--- src/rtl/pid_channel_scheduler.sv ---
// Round-robin scheduler that time-shares one PID core between NCH channels.
// Optional WAIT watchdog enabled by defining PID_SCHED_TIMEOUT_EN.
module pid_channel_scheduler #(
    parameter int NCH      = 4,
    parameter int DW       = 8,
    parameter int TICK_DIV = 100,
    parameter int TIMEOUT  = 64
) (
    input  logic                   clk,
    input  logic                   rst_n,
    input  logic [NCH-1:0]         ch_req,
    input  logic [NCH*DW-1:0]      ch_setpoint,
    input  logic [NCH*DW-1:0]      ch_feedback,
    output logic                   pid_start,
    output logic [$clog2(NCH)-1:0] pid_ch,
    output logic [DW-1:0]          pid_setpoint,
    output logic [DW-1:0]          pid_feedback,
    input  logic                   pid_done,
    input  logic [DW-1:0]          pid_result,
    output logic [NCH*DW-1:0]      ch_out,
    output logic [NCH-1:0]         ch_out_valid,
    output logic                   busy,
    output logic [NCH-1:0]         ovr,
    output logic                   err
);

    localparam int CW  = $clog2(NCH);
    localparam int TCW = $clog2(TICK_DIV);

    localparam logic [1:0] S_IDLE  = 2'd0;
    localparam logic [1:0] S_ISSUE = 2'd1;
    localparam logic [1:0] S_WAIT  = 2'd2;
    localparam logic [1:0] S_WRITE = 2'd3;

    if (NCH < 2 || TICK_DIV < 2 || TIMEOUT < 2) begin : g_bad_param
        $error("pid_channel_scheduler: NCH, TICK_DIV and TIMEOUT must be >= 2");
    end

    logic [1:0]     state;
    logic [TCW-1:0] tick_cnt;
    logic           tick;
    logic [NCH-1:0] pending;
    logic [CW-1:0]  rr_ptr;
    logic [CW-1:0]  grant;
    logic           grant_vld;
    logic           timeout;
    logic           release_ch;
    logic [NCH-1:0] clr_mask;
    logic [NCH-1:0] set_mask;

    assign tick = (tick_cnt == TCW'(TICK_DIV - 1));

    // NOTE: sequential state is always updated with <= so every flop samples
    // pre-edge values regardless of block ordering.
    always_ff @(posedge clk or negedge rst_n) begin
        if (!rst_n) begin
            tick_cnt <= '0;
        end else if (tick) begin
            tick_cnt <= '0;
        end else begin
            tick_cnt <= tick_cnt + 1'b1;
        end
    end

    // NOTE: every always_comb output gets a default first, so no path can
    // leave it unassigned and infer a latch.
    always_comb begin
        grant     = '0;
        grant_vld = 1'b0;
        // Scan downwards so the smallest offset from rr_ptr is the last writer.
        for (int k = NCH - 1; k >= 0; k--) begin
            if (pending[rr_ptr + CW'(k)]) begin
                grant     = rr_ptr + CW'(k);
                grant_vld = 1'b1;
            end
        end
    end

`ifdef PID_SCHED_TIMEOUT_EN
    localparam int WCW = $clog2(TIMEOUT);
    logic [WCW-1:0] wait_cnt;

    always_ff @(posedge clk or negedge rst_n) begin
        if (!rst_n) begin
            wait_cnt <= '0;
        end else if (state == S_WAIT) begin
            wait_cnt <= wait_cnt + 1'b1;
        end else begin
            wait_cnt <= '0;
        end
    end

    // A done arriving on the last allowed cycle wins over the watchdog.
    assign timeout = (state == S_WAIT) && (wait_cnt == WCW'(TIMEOUT - 1)) && !pid_done;
`else
    assign timeout = 1'b0;
`endif

    assign release_ch = (state == S_WRITE) || timeout;
    assign clr_mask   = release_ch ? (NCH'(1) << pid_ch) : '0;
    assign set_mask   = tick ? ch_req : '0;

    // A tick landing on an already pending channel is an overrun, even when the
    // same cycle retires it: the new request survives, so a sample was merged.
    always_ff @(posedge clk or negedge rst_n) begin
        if (!rst_n) begin
            pending <= '0;
            ovr     <= '0;
            rr_ptr  <= '0;
        end else begin
            pending <= (pending & ~clr_mask) | set_mask;
            ovr     <= ovr | (set_mask & pending);
            if (release_ch) begin
                rr_ptr <= pid_ch + 1'b1;
            end
        end
    end

    always_ff @(posedge clk or negedge rst_n) begin
        if (!rst_n) begin
            state        <= S_IDLE;
            pid_ch       <= '0;
            pid_setpoint <= '0;
            pid_feedback <= '0;
            ch_out       <= '0;
        end else begin
            case (state)
                S_IDLE: begin
                    if (grant_vld) begin
                        pid_ch       <= grant;
                        pid_setpoint <= ch_setpoint[int'(grant)*DW +: DW];
                        pid_feedback <= ch_feedback[int'(grant)*DW +: DW];
                        state        <= S_ISSUE;
                    end
                end
                S_ISSUE: state <= S_WAIT;
                S_WAIT: begin
                    if (pid_done) begin
                        ch_out[int'(pid_ch)*DW +: DW] <= pid_result;
                        state                         <= S_WRITE;
                    end else if (timeout) begin
                        state <= S_IDLE;
                    end
                end
                default: state <= S_IDLE;
            endcase
        end
    end

    assign pid_start    = (state == S_ISSUE);
    assign busy         = (state != S_IDLE);
    assign ch_out_valid = (state == S_WRITE) ? (NCH'(1) << pid_ch) : '0;
    assign err          = timeout;

endmodule
--- config.mk ---
export PLATFORM = sky130hd
export DESIGN_NAME = pid_channel_scheduler
export DESIGN_NICKNAME = d
export VERILOG_FILES = /design/src/rtl/pid_channel_scheduler.sv
export SDC_FILE = /design/constraint.sdc
export NUM_CORES = 1
export LEC_CHECK = 0
export ABC_AREA = 1
export ABC_CLOCK_PERIOD_IN_PS = 2600
export BUFFER_PORTS_ARGS = -buffer_cell sky130_fd_sc_hd__buf_2
export CAP_MARGIN = 15
export CORE_MARGIN = 1.5
export CORE_UTILIZATION = 50
export DETAILED_ROUTE_END_ITERATION = 7
export PLACE_DENSITY = 0.81
export REMOVE_ABC_BUFFERS = 1
export SKIP_CTS_REPAIR_TIMING = 1
export SYNTH_ARGS = -nofsm -noshare
export SYNTH_HDL_FRONTEND = slang
export SYNTH_SLANG_ARGS = --single-unit
--- constraint.sdc ---
create_clock -name clk -period 2.6 [get_ports clk]
set_clock_uncertainty 0.05 [all_clocks]
set_input_delay 0.39 -clock clk [delete_from_list [all_inputs] [get_ports clk]]
set_output_delay 0.39 -clock clk [all_outputs]
set_load 0.01 [all_outputs]
After elaboration in Yosys (flattened, before gate mapping) --
Index checks and enable logic that the tools add are counted.
Storage, ports and cells: memories 0, input port bits 79, logic and storage cells 63, output and inout bits 61, latch bits 0, flip-flop bits (word level) 69, memory bits (writable) 0, ROM bits 0
Operators by class: bitwise logic cells 5, add/sub/neg operators 6, div/mod/pow operators 0, shift-type cells 5, equal/unequal tests 6, $lt $le $gt $ge 4, muxes and demuxes 23, reductions and logical operators 5, $mul 0
Operator list (number):
- variable part select 32 x 6 -> 8 bit | 2
- negator 5 -> 33 bit | 1
- variable shift 8 x 33 -> 32 bit (first input constant) | 1
- variable part select 8 x 33 -> 32 bit | 1
- bitwise mux 32 bit | 1
- < comparator 2 x 3 -> 1 bit (second input constant) | 4
- two-way mux 2 bit | 6
- bitwise AND 4 bit | 2
- binary-select mux 1 bit (select 2 bit) | 4
- two-way mux 1 bit | 8
- two-way mux 4 bit | 2
- bitwise OR 4 bit | 2
- adder 7 x 1 -> 7 bit (second input constant) | 1
- == test 7 bit (second input constant) | 1
- two-way mux 7 bit | 1
- case mux 2 bit (3 select lines) | 1
- AND reduction 2 bit | 3
- adder 2 x 1 -> 2 bit (second input constant) | 2
- adder 2 bit (second input constant) | 2
- == test 2 bit (second input constant) | 2
- != test 2 bit (second input constant) | 2
- inverter 4 bit | 1
- << shifter 1 x 2 -> 4 bit (first input constant) | 1
- == test 2 x 1 -> 1 bit (second input constant) | 1
- other kinds (2) | 2

Depth between registers and ports, before layout --
word-level depth 9, gate-level depth with buffers 16, gate-level depth less buffers 14

Least setup slack after synthesis --
No wires, ideal clock.
kind register to register, start point register pid_ch[0], end point register ch_out[16], cell stages (with the launch flop) 8, required time 2.483 ns, clock period less this slack 2.192 ns, buffers on the path 1, arrival time 2.075 ns, slack 0.408 ns, setup time 0.067 ns, cell sequence dfrtp_1 clkinv_1 clkbuf_1 ha_1 inv_1 nor2_1 nand4_1 nand2_1
On the way: cells in the longest elaborated chain, start to end 3
Ends and longest elaborated chain:
- from (decl) | RTL line 15 | output logic [$clog2(NCH)-1:0] pid_ch,
- from (signal assigned) | RTL line 130 | pid_ch <= grant;
- negator 5 -> 33 bit (*) | RTL line 139 | ch_out[int'(pid_ch)*DW +: DW] <= pid_result;
- variable part select 8 x 33 -> 32 bit or variable shift 8 x 33 -> 32 bit (tied branches) | RTL line 139
- bitwise mux 32 bit (*) | RTL line 139
- to (signal, indexed assignment) | RTL line 139
- to (decl) | RTL line 20 | output logic [NCH*DW-1:0] ch_out,
Mark *: on every way between the ends. The rest lies on a longest branch, timed or not. A chain may end at the register's enable or synchronous reset.

Worst setup path in the final report --
start point register rr_ptr[0], end point register pid_feedback[3]
On the way: cells in the longest elaborated chain, start to end 8
Ends and longest elaborated chain:
- from (decl) | RTL line 43 | logic [CW-1:0] rr_ptr;
- from (signal assigned) | RTL line 114 | rr_ptr <= pid_ch + 1'b1;
- adder 2 bit | RTL line 72, 73
- binary-select mux 1 bit (select 2 bit) | RTL line 72 | if (pending[rr_ptr + CW'(k)]) begin
- two-way mux 1 bit (not written as such) | RTL line 72
- two-way mux 2 bit or two-way mux 1 bit (tied branches) (4 in a row) | RTL line 72
- variable part select 32 x 6 -> 8 bit or AND reduction 2 bit (tied branches)
- to (signal assigned) | RTL line 132 | pid_feedback <= ch_feedback[int'(grant)*DW +: DW];
- to (decl) | RTL line 17 | output logic [DW-1:0] pid_feedback,
Several ways; a longest one is shown, not always the timed one. The select of a mux whose other input is x is not followed.

==> reports/metrics.yaml <==
floorplan:
  dieArea_um2: 8110
  core_um2: 7290
  start_util_pct: 52.0
  die_w_um: 90.0
  io_pins: 140
  die_h_um: 90.0
  rows: 31
synth:
  post_synth.cell_area_avg_um2: 7.70
  synth.ff_latch_count: 69
  synth_cell_types: 32
  synthesis.area_um2: 3790
  ys_seq_area_share_pct: 45.6
  async_reset_ff_share_pct: 100
  synth_edf_count: 0
  yosys_most_used_dff: "dfrtp_1"
  ys_warn_count: 0
  synth_cells: 492
global_route:
  grt_pass1_wl_mm: 16.3
  grtUsageTotal_pct: 24.8
  antenna_found_initial: 0
  overflow: 0
  grt_start_max_net_pins: 35
  grt_pass1_vias: 3476
placed_design:
  dp_hpwl_mm: 7.43
  place.gp.congestion: 0.876
  io_buffers: 138
  dp_slack_ps: 303
routing:
  wire_per_inst_um: 13.3
  dr.pass1.iters: 5
  drcViolationCount: 0
  dr_total_vias: 3848
  vias_per_cell: 5.22
  antenna_left: 0
  drt-total-wl_mm: 9.79
  drt-initial-drc-count: 233
power_and_ir_drop:
  ir_worst_vdd_mv: 0.751
  clockPowerShare_pct: 17.4
  finalPower_mw: 5.78
  pwr-share-comb_pct: 52.6
  swShare_pct: 46.2
  p_int_mw: 3.10
  power_frac_seq_pct: 30.0
  power.leakage_nw: 2.77
  p_switching_mw: 2.67
  pwr_density_cell_nw_per_um2: 1210
timing:
  hold_viol: 14
  setup_slack_ps: 245
  setup_tns_ps: 0
  fmax_mhz: 425
  slew_headroom_pct: 44.3
  post-route-min-period_ps: 2360
  post-route-period-util_pct: 90.6
  whs_ps: -16.5
  worst_pin_slew_ps: 829
  final-setup-viol-count: 0
  rsz0062_at_grt: "false"
  drv_slew: 0
outcome:
  violations: "hold timing"
  status: "complete, but fails checks"
clock_tree:
  cts_tree: "done"
  clk_latency_ps: 340
  cts_buffer_depth: 2
  clockRootBuffer: "clkbuf_8"
  htree_levels: 3
  clock_sinks: 69
  clk_pin_slew_worst_paths_ps: 80
  cts_made_buffers: 9
setup_path:
  reg2reg_from: "rr_ptr[0]$_DFFE_PN0N_"
  path_max_fanout: 34
  worstSetupStartpointType: "register"
  max_stage_delay_ps: 550
  cp_slowest_cell: "dfrtp_1"
  cpMostUsedCell: "nand2_1"
  cp_cell_sequence: "inv_2 > nand2_2 > nand3_1 > nand2_1 > nand3_2 > nand2_1 > nand2_2 > nand2_4 > inv_2 > nand2_1 > nand2_1 > nor2_1 > nor2_1"
  rrSetupSlack_ps: 240
  critPathArrivalTime_ps: 2540
  endpoint_kind: "register"
  cp.required_ps: 2780
  r2r-end: "pid_feedback[3]$_DFFE_PN0P_"
  ff2ff_path_depth: 13
  critPathKind: "register to register"
layout:
  antenna_cells: 0
  drive_gt1_share_pct: 28.8
  num-nets-final: 725
  syn2layout_area_growth_pct: 26.5
run:
  drv_cap: 0
min_path:
  hold_path_class: "primary input to async pin"
==> flip-flops by register name, summed over array words and instances (netlist names) <==
name and count:
ch_out 32, ovr 4, pending 4, pid_ch 2
pid_feedback 8, pid_setpoint 8, rr_ptr 2, state 2
tick_cnt 7
==> worst max-delay path, delay by kind of cell (launching register included) <==
kind                   cells  cell delay [ps]
buffers and inverters      2              310
AND/OR/NAND/NOR           11             1340
flip-flops                 1              550
==> cells in the mapped netlist (4+ instances only) <==
master | number | share of area, %
buf_4 | 4 | 0.79
nand2_1 | 132 | 13
inv_2 | 7 | 0.69
dfrtp_1 | 69 | 46
o21bai_1 | 4 | 0.79
ha_1 | 13 | 4.3
clkbuf_1 | 5 | 0.50
nand3_1 | 63 | 8.3
or2_2 | 7 | 1.2
nand4_1 | 20 | 3.3
nand2_2 | 4 | 0.66
nor2_1 | 30 | 3.0
o21ai_0 | 50 | 6.6
or2_0 | 4 | 0.66
inv_1 | 53 | 5.3
==> per-layer routing <==
layer	vias up	wire length [µm]	GRT usage, %
li1	1875	-	-
met1	1796	4320	32.8
met2	162	4740	40.7
met3	15	564	3.64
met4	0	158	10.2
met5	-	0	0
==> placed cells by master, fill, tap and decap left out, drive strengths merged <==
master / n
buf: 145
nand2: 137
dfrtp: 69
nand3: 65
inv: 61
o21ai: 51
nor2: 31
nand4: 20
ha: 13
clkbuf: 11
or2: 11
o21bai: 4
a21oi: 3
xor2: 3
nor3: 2
bufinv: 2
clkinv: 2
nor4: 1
and3: 1
xnor2: 1
a31oi: 1
o22ai: 1
a22oi: 1
conb: 1
clkinvlp: 1
==> worst max path at each step <==
stage | from | to | slack (ps) | cells after the start
detailed placement | rr_ptr[0]$_DFFE_PN0N_ | pid_feedback[3]$_DFFE_PN0P_ | 300 | 13
global route | rr_ptr[0]$_DFFE_PN0N_ | pid_feedback[3]$_DFFE_PN0P_ | 80 | 13
global placement | rr_ptr[0]$_DFFE_PN0N_ | pid_feedback[0]$_DFFE_PN0P_ | 440 | 13
finish | rr_ptr[0]$_DFFE_PN0N_ | pid_feedback[3]$_DFFE_PN0P_ | 240 | 13
CTS | rr_ptr[0]$_DFFE_PN0N_ | pid_feedback[3]$_DFFE_PN0P_ | 290 | 13
floorplan | pid_ch[0]$_DFFE_PN0P_ | ch_out[16]$_DFFE_PN0P_ | 400 | 6
==> per-stage QoR <==
| step | instance area (µm²) | cells | hold WS (ps) | utilization (%) |
|---|---|---|---|---|
| after floorplan | 3690 | 477 | 44.4 | - |
| after global placement | 4560 | 721 | 378 | 62.5 |
| after detailed placement | 4560 | 721 | 379 | 62.5 |
| after CTS | 4790 | 737 | 2.90 | 65.7 |
| after global routing | 4790 | 737 | 30.4 | 65.7 |
| final | 4790 | 737 | -16.5 | 65.7 |
==> area by class of cell <==
class	instances	area, µm²
Tap cell	99	124
Timing Repair Buffer	145	743
Fill cell	637	2500
Clock inverter	5	81.3
Clock buffer	11	151
Multi-Input combinational cell	347	1740
Inverter	61	229
Sequential cell	69	1730
==> cell families after synthesis <==
| family | synth area share, % |
|---|---|
| adder cells (fa/ha/maj) | 4.29 |
| AO/OA/AOI/OAI | 8.45 |
| XOR/XNOR | 0.925 |
| buffers and inverters | 8.62 |
| AND/OR/NAND/NOR | 32.0 |
| other | 0.0990 |
| flip-flops | 45.6 |
==> power by group through the flow <==
stage	Sequential, mW	Clock (mW)	Combinational (mW)
finish	1.73	1.01	3.04
global route	1.78	1.08	3.41
CTS	1.73	1.02	3.03
detailed placement	1.74	0	3.03
global placement	1.73	0	2.93
floorplan	1.88	0	1.86
Power figures use the tool's default switching activity.
